`config.mk`:
```
export PLATFORM = sky130hd
export DESIGN_NAME = clk_gate_ctrl
export DESIGN_NICKNAME = d
export VERILOG_FILES = /design/src/rtl/clk_gate_defs.sv /design/src/rtl/clk_gate_dncnt.sv /design/src/rtl/clk_gate_ctrl.sv
export SDC_FILE = /design/constraint.sdc
export NUM_CORES = 1
export LEC_CHECK = 0
export CORE_ASPECT_RATIO = 1.4
export CORE_MARGIN = 3
export CORE_UTILIZATION = 35
export DETAILED_ROUTE_END_ITERATION = 7
export PLACE_DENSITY_LB_ADDON = 0.25
export SYNTH_ARGS = -nofsm -noshare
export SYNTH_HDL_FRONTEND = slang
export SYNTH_SLANG_ARGS = --single-unit
```
`constraint.sdc`:
```
create_clock -name clk_i -period 2.1 [get_ports clk_i]
set_input_delay 0.21 -clock clk_i [delete_from_list [all_inputs] [get_ports clk_i]]
set_output_delay 0.21 -clock clk_i [all_outputs]
set_load 0.05 [all_outputs]
```
`src/rtl/clk_gate_defs.sv`:
```
`default_nettype none
// ============================================================================
//  Module      : clk_gate_defs (package)
//  Description : Shared definitions for the clock-gate enable controller:
//                state-register width and the four FSM state encodings.
//  Revision    : 1.0 - initial release
// ============================================================================
package clk_gate_defs;

    localparam int ST_W = 2;

    typedef enum logic [ST_W-1:0] {
        ST_RUN  = 2'd0,
        ST_IDLE = 2'd1,
        ST_OFF  = 2'd2,
        ST_WAKE = 2'd3
    } state_t;

endpackage : clk_gate_defs
`default_nettype wire

```
`src/rtl/clk_gate_dncnt.sv`:
```
`default_nettype none
// ============================================================================
//  Module      : clk_gate_dncnt
//  Description : Load/decrement down-counter shared by the idle-timeout and
//                wake-settle windows. Load has priority over decrement, and
//                the count stops at zero.
//  Ports       : clk, rst      - clock, asynchronous active-high reset
//                load/load_val - synchronous load of a new window length
//                dec           - decrement request
//                zero          - counter currently holds zero
//  Revision    : 1.0 - initial release
// ============================================================================
module clk_gate_dncnt #(
    parameter int CNT_W = 8
) (
    input  logic             clk,
    input  logic             rst,
    input  logic             load,
    input  logic [CNT_W-1:0] load_val,
    input  logic             dec,
    output logic             zero
);

    logic [CNT_W-1:0] r_cnt;

    always_ff @(posedge clk or posedge rst) begin
        if (rst) begin
            r_cnt <= '0;
        end else if (load) begin
            r_cnt <= load_val;
        end else if (dec && (r_cnt != '0)) begin
            r_cnt <= r_cnt - 1'b1;
        end
    end

    assign zero = (r_cnt == '0);

endmodule : clk_gate_dncnt
`default_nettype wire

```
`src/rtl/clk_gate_ctrl.sv`:
```
`default_nettype none
// ============================================================================
//  Module      : clk_gate_ctrl
//  Description : Activity-driven enable generator for the clock_gating cell.
//                Keeps the gated clock running while there is work, stops it
//                after IDLE_CYCLES idle edges, and on a new request restarts
//                it, raising ack only WAKE_CYCLES edges after the enable.
//  Ports       : clk_i, rst_i  - free-running clock, async active-high reset
//                req_i         - new work request (always-on side)
//                busy_i        - gated-domain busy (ignored while OFF)
//                force_on_i    - software override holding the clock on
//                en_o          - registered enable to the clock gate
//                ack_o         - gated clock running and stable
//                state_o       - FSM state (debug)
//                wake_cnt_o    - saturating count of OFF->WAKE transitions
//  Revision    : 1.0 - initial release
// ============================================================================
module clk_gate_ctrl
    import clk_gate_defs::*;
#(
    parameter int IDLE_CYCLES = 16,
    parameter int WAKE_CYCLES = 2,
    parameter int CNT_W       = 8,
    parameter int WCNT_W      = 16
) (
    input  logic              clk_i,
    input  logic              rst_i,
    input  logic              req_i,
    input  logic              busy_i,
    input  logic              force_on_i,
    output logic              en_o,
    output logic              ack_o,
    output logic [ST_W-1:0]   state_o,
    output logic [WCNT_W-1:0] wake_cnt_o
);

    localparam logic [CNT_W-1:0] c_idle_load = CNT_W'(IDLE_CYCLES - 1);
    localparam logic [CNT_W-1:0] c_wake_load = CNT_W'(WAKE_CYCLES - 1);

    state_t            r_state;
    logic              r_en;
    logic              r_ack;
    logic [WCNT_W-1:0] r_wake_cnt;

    logic              w_act;
    logic              w_wake;
    logic              w_cnt_load;
    logic [CNT_W-1:0]  w_cnt_val;
    logic              w_cnt_dec;
    logic              w_cnt_zero;

    // busy_i has no meaning while the gated domain is stopped, so only
    // req_i and force_on_i can wake the clock.
    assign w_act  = req_i | busy_i | force_on_i;
    assign w_wake = req_i | force_on_i;

    // The idle and wake windows never overlap, so one counter serves both.
    always_comb begin
        w_cnt_load = 1'b0;
        w_cnt_val  = c_idle_load;
        w_cnt_dec  = 1'b0;
        case (r_state)
            ST_RUN: begin
                w_cnt_load = ~w_act;
                w_cnt_val  = c_idle_load;
            end
            ST_IDLE: begin
                w_cnt_dec = ~w_act;
            end
            ST_OFF: begin
                w_cnt_load = w_wake;
                w_cnt_val  = c_wake_load;
            end
            ST_WAKE: begin
                w_cnt_dec = 1'b1;
            end
            default: begin
                w_cnt_load = 1'b0;
            end
        endcase
    end

    clk_gate_dncnt #(
        .CNT_W (CNT_W)
    ) u_dncnt (
        .clk      (clk_i),
        .rst      (rst_i),
        .load     (w_cnt_load),
        .load_val (w_cnt_val),
        .dec      (w_cnt_dec),
        .zero     (w_cnt_zero)
    );

    // Outputs are set alongside each state transition so en_o/ack_o come
    // straight from flops and only move on a rising clock edge.
    always_ff @(posedge clk_i or posedge rst_i) begin
        if (rst_i) begin
            r_state    <= ST_RUN;
            r_en       <= 1'b1;
            r_ack      <= 1'b1;
            r_wake_cnt <= '0;
        end else begin
            case (r_state)
                ST_RUN: begin
                    if (!w_act) begin
                        r_state <= ST_IDLE;
                    end
                end
                ST_IDLE: begin
                    // Activity outranks the timeout: a request on the final
                    // idle edge keeps the clock running.
                    if (w_act) begin
                        r_state <= ST_RUN;
                    end else if (w_cnt_zero) begin
                        r_state <= ST_OFF;
                        r_en    <= 1'b0;
                        r_ack   <= 1'b0;
                    end
                end
                ST_OFF: begin
                    if (w_wake) begin
                        r_state <= ST_WAKE;
                        r_en    <= 1'b1;
                        if (r_wake_cnt != {WCNT_W{1'b1}}) begin
                            r_wake_cnt <= r_wake_cnt + 1'b1;
                        end
                    end
                end
                ST_WAKE: begin
                    // Never aborted; a dropped request simply times out
                    // later through IDLE.
                    if (w_cnt_zero) begin
                        r_state <= ST_RUN;
                        r_ack   <= 1'b1;
                    end
                end
                default: begin
                    r_state <= ST_RUN;
                    r_en    <= 1'b1;
                    r_ack   <= 1'b1;
                end
            endcase
        end
    end

    assign en_o       = r_en;
    assign ack_o      = r_ack;
    assign state_o    = r_state;
    assign wake_cnt_o = r_wake_cnt;

endmodule : clk_gate_ctrl
`default_nettype wire
```
### After elaboration in Yosys (flattened, before gate mapping)

Cells that the tools add are included.

| word-level totals | value |
|---|---|
| memories | 0 |
| flip-flop bits (word level) | 28 |
| bits in read-only memories | 0 |
| input bits | 5 |
| RAM bits | 0 |
| word-level logic and storage cells | 49 |
| output and inout bits | 20 |
| bits in latches | 0 |

| operators by class | value |
|---|---|
| $add $sub $neg | 2 |
| reductions and logical operators | 11 |
| bitwise logic cells | 4 |
| eq/ne operators | 10 |
| mux-type cells | 17 |
| div/mod/pow operators | 0 |
| shifts and indexed selects | 0 |
| order comparisons | 0 |
| $mul | 0 |

Operators with widths:

| kind | count |
|---|---|
| $add A16 B1 Y16 const B | 1 |
| $mux W8 | 2 |
| $ne A16 B16 Y1 const B | 1 |
| $reduce_and A4 Y1 | 3 |
| $mux W2 | 5 |
| $logic_not A8 Y1 | 1 |
| $pmux W1 S2 | 4 |
| $pmux W2 S4 | 1 |
| $reduce_bool A8 Y1 | 1 |
| $sub A8 B1 Y8 const B | 1 |
| $ne A2 B2 Y1 const B | 3 |
| $reduce_bool A2 Y1 | 3 |
| $eq A2 B2 Y1 const B | 2 |
| $mux W1 | 4 |
| $mux W4 | 1 |
| $ne A2 B1 Y1 const B | 2 |
| $ne A3 B2 Y1 const B | 1 |
| $or A1 B1 Y1 | 3 |
| $reduce_and A3 Y1 | 1 |
| $eq A2 B1 Y1 const B | 1 |
| $logic_not A2 Y1 | 1 |
| $logic_and A1 B1 Y1 | 1 |
| $not A1 Y1 | 1 |

### Depth between registers and ports, before layout

Gate-level depths: netlist of the first run.

| logic depth | value |
|---|---|
| depth after elaboration | 7 |
| mapped depth | 7 |

### Cells and area by module

Synthesis of the first run repeated with hierarchy kept, for this count alone.

| unflattened totals | value |
|---|---|
| cell total of the unflattened synthesis | 153 |
| area, all modules | 1,529.0 um^2 |

Modules (own cells, without submodules):

| module | instances | area each (um^2) | cells each | sequential area each (um^2) |
|---|---|---|---|---|
| clk_gate_ctrl | 1 | 1,033.5 | 100 | 503.0 |
| clk_gate_dncnt | 1 | 495.5 | 53 | 200.2 |

### Worst setup path after synthesis of the first run

Ideal clock, no wire load.

| timing path | value |
|---|---|
| path type | reg-to-reg |
| from | register r_wake_cnt[0] (netlist: wake_cnt_o[0]) |
| to | register r_wake_cnt[14] (netlist: wake_cnt_o[14]) |
| setup time | 0.125 ns |
| required time | 1.975 ns |
| clock period less this slack | 2.039 ns |
| cell stages (with the launch flop) | 6 |
| buffers on the path | 0 |
| arrival time | 1.915 ns |
| path slack | 0.061 ns |
| path through | dfrtp_1 > ha_1 > nand4_1 > nor3_1 > nand4_1 > mux2_2 |

| between the ends | value |
|---|---|
| word-level cells in the longest chain between the ends | 2 |

RTL lines:

| what | RTL line | source |
|---|---|---|
| start: declaration | clk_gate_ctrl.sv:43 | `logic [WCNT_W-1:0] r_wake_cnt;` |
| start signal: assignment | clk_gate_ctrl.sv:125 | `r_wake_cnt <= r_wake_cnt + 1'b1;` |
| parallel branches: the longest is 2 deep, another holds $add A16 B1 Y16 | -- |  |

Several ways; the timed one is not identified.
A chain may end at the register's enable or synchronous reset.

### Final worst setup path of the first run

| timing path | value |
|---|---|
| from | register u_dncnt.r_cnt[0] |
| to | register u_dncnt.r_cnt[1] |

| between the ends | value |
|---|---|
| word-level cells in the longest chain between the ends | 3 |

RTL lines:

| what | RTL line | source |
|---|---|---|
| start: declaration | clk_gate_dncnt.sv:24 | `logic [CNT_W-1:0] r_cnt;` |
| start signal: assignment | clk_gate_dncnt.sv:30 | `r_cnt <= load_val;` |
| start signal: assignment | clk_gate_dncnt.sv:32 | `r_cnt <= r_cnt - 1'b1;` |
| $sub A8 B1 Y8 or $reduce_bool A8 Y1 (tied branches) | clk_gate_dncnt.sv:32, clk_gate_dncnt.sv:31 |  |
| $mux W8 or $logic_and A1 B1 Y1 (tied branches) | clk_gate_dncnt.sv:31 | `end else if (dec && (r_cnt != '0)) begin` |
| $mux W8 or $reduce_bool A2 Y1 (tied branches) | -- |  |

Several ways; a longest one is shown, not always the timed one. The select of a mux whose other input is x is not followed.

==> run_results.csv, run 1 <==
group,metric,value,unit
yosys,syn_nets,147,
placement,dp_hpwl,2306,um
global_route,globalRouteOverflowTotal,0,
sta,fmax,505.6,MHz
yosys,syn_avg_cell_area,10.50,um^2
cts,clk_path_buf_depth,2,
floorplanning,die_area,0.004990,mm^2
final_layout,finish.instance_area,0.001824,mm^2
placement,dpl_cell_area,0.001779,mm^2
global_route,grt_max_degree,29,
sta,finalSetupTns,0,ns
placement,place.gp.congestion,0.8160,
global_route,track_usage,14.72,%
yosys,ys_ff_latch,28,
final_layout,diodes,0,
drt,drtPass1Iterations,4,
setup_path,startpoint,"u_dncnt.r_cnt[0]",
floorplanning,die_w,60.57,um
yosys,synth_flop_cell,"dfrtp_1",
drt,ant_nets,0,
worst_hold_path,hp-class,"input pin to async pin",
yosys,synth_commonest_cells,"dfrtp_1 (26), xnor2_1 (11), nand2_1 (10)",
floorplanning,core-area,0.003986,mm^2
setup_path,crit_arrival,2.14,ns
sta,maxSlewHeadroom,66.57,%
yosys,yosysTopAreaCell,"dfrtp_1",
setup_path,critPathMaxFanout,14,
yosys,netlist_area,0.001459,mm^2
drt,drt_iter0_drc,42,
floorplanning,io_pins,25,
cts,cts_htree_levels,1,
power_and_ir_drop,p_leak,0.7387,nW
yosys,ys_types,40,
cts,clkTransAtPathRegs,0.09,ns
setup_path,crit_type,"flop to flop",
drt,wl_per_cell,14.44,um
cts,cts_buffers,3,
cts,postCtsSetupBuffers,0,
setup_path,cp-end-kind,"flop",
drt,drc_errors,0,
sta,timing_hold_violations_final,0,
sta,finalSetupViolCount,0,
yosys,synth_top_area_share,44.60,%
setup_path,crit_required,2.26,ns
cts,postCtsHoldBufs,0,
sta,clock_skew,0.002615,ns
final_layout,layout-drive-gt1-share,12.87,%
drt,vias,1165,
final_layout,area_delta_synth_final,25.04,%
yosys,seq_area_frac_synth,48.20,%
yosys,syn_inst,139,
floorplanning,num_rows,27,
yosys,synth_edf_count,0,
floorplanning,die_y,82.39,um
yosys,async_reset_ff_share,100.0,%
yosys,synth_warnings,0,
global_route,grt_pass1_vias,1251,
placement,place_ws,0.03666,ns
cts,cts_root_buf,"clkbuf_8",
power_and_ir_drop,power_density,1249,mW/mm^2
sta,rsz0062_at_grt,"no",
sta,period_needed,1.978,ns
status,status,"complete, no violations",
setup_path,worstSetupStartpointType,"flop",
sta,whs,0.2992,ns
setup_path,rr_startpoint,"u_dncnt.r_cnt[0]",
drt,wirelength,3090,um
cts,cts_tree,"built",
yosys,synth_area_leaders,"dfrtp_1 (45%), xnor2_1 (6.6%), dfstp_2 (3.6%), nand4_1 (3.0%), nand3_1 (2.7%)",
global_route,antenna_found_initial,0,
power_and_ir_drop,peakVddDrop,0.7797,mV
sta,setup_ws,0.1220,ns
yosys,synth_most_common_cell,"dfrtp_1",
sta,maxSlewViolCount,0,
sta,period_share,94.19,%
flow_run,cap_viol_max_count,0,
placement,port-buffer-count,24,
drt,via_per_inst,5.444,
cts,ctsResizeCount,0,
cts,clock_sinks,28,
global_route,grt_pass1_wl,5540,um
final_layout,final_nets,180,
sta,tightestPinTransition,0.4998,ns
floorplanning,start_util,36.60,%
cts,clkLatencyLatePin,0.27,ns
worst paths after layout:
| check | end | slack [ns] | cells past startpoint |
|---|---|---|---|
| setup / recovery | u_dncnt.r_cnt[1] | 0.12 | 6 |
| hold / removal | u_dncnt.r_cnt[7] | 0.30 | 3 |
| setup reg to reg | u_dncnt.r_cnt[1] | 0.12 | 6 |
| hold reg to reg | wake_cnt_o[8] | 0.51 | 1 |
| max in group asynchronous | en_o | 1.49 | 3 |
| min in group clk_i | wake_cnt_o[8] | 0.51 | 1 |
critical path, stage by stage, from the launching register on:
cell	delay, ns
dfrtp_1	0.38
inv_1	0.11
ha_1	0.15
or3b_2	0.49
o221ai_4	0.38
nor2_1	0.07
a311o_1	0.28
logic make-up after synthesis:
logic type / after synthesis / share of synthesized area (%)
DFF: 28 / 48.20
muxes: 6 / 4.374
buffers and inverters: 8 / 2.573
and+or+nand+nor: 62 / 24.87
AOI/OAI and AO/OA: 21 / 10.81
adders and majority gates: 3 / 2.573
xor gates and xnor gates: 11 / 6.604
cell usage in the layout, fill, tap and decap left out, drive strengths merged, types with 4 or more instances in the layout:
cell	synthesis	final
clkbuf	0	4
a21oi	4	4
dfrtp	26	26
inv	7	7
nor3	5	5
nand4	7	7
clkdlybuf4s50	0	24
nand3	8	8
nand2	10	10
xnor2	11	11
buf	1	5
nor2	6	6
and3	4	4
o21ai	5	5
layout make-up:
cell class / instances / area (um^2)
Sequential cell: 28 / 703.2
Timing Repair Buffer: 29 / 277.8
Tap cell: 43 / 53.80
Multi-Input combinational cell: 103 / 718.2
Inverter: 7 / 26.28
Fill cell: 411 / 2162
Clock buffer: 4 / 45.04
per-stage QoR:
stage | util, % | instances | power (mW)
2_1_floorplan | - | 139 | 1.664
3_3_place_gp | 44.63 | 210 | 1.972
3_5_place_dp | 44.63 | 210 | 2.002
4_1_cts | 45.76 | 214 | 2.300
5_1_grt | 45.76 | 214 | 2.443
6_report | 45.76 | 214 | 2.279
sequential cells by signal, indices dropped and copies added (netlist names), named ones only:
register,flops
wake_cnt_o,16
u_dncnt.r_cnt,8
ack_o,1
en_o,1
state_o,1
routing by layer:
metal / vias to the layer above / global-route usage (%) / routed length (um)
li1: 571 / - / -
met5: - / 0 / 0
met3: 4 / 2.488 / 70
met2: 19 / 26.23 / 1598
met4: 0 / 6.725 / 59
met1: 571 / 16.72 / 1361
power by group:
| part | total [mW] | switching [mW] | internal [mW] |
|---|---|---|---|
| logic | 1.11 | 0.690 | 0.419 |
| registers | 0.875 | 0.182 | 0.693 |
| clock network | 0.294 | 0.158 | 0.136 |
| total | 2.28 | 1.03 | 1.25 |
Power figures use the tool's default switching activity.
==> run 2: changes to the inputs <==
Settings changed: HOLD_SLACK_MARGIN from default to 0.08.
==> results of run 2 <==
Same layout as run 1: the final DEF is identical, and so are final timing and power.
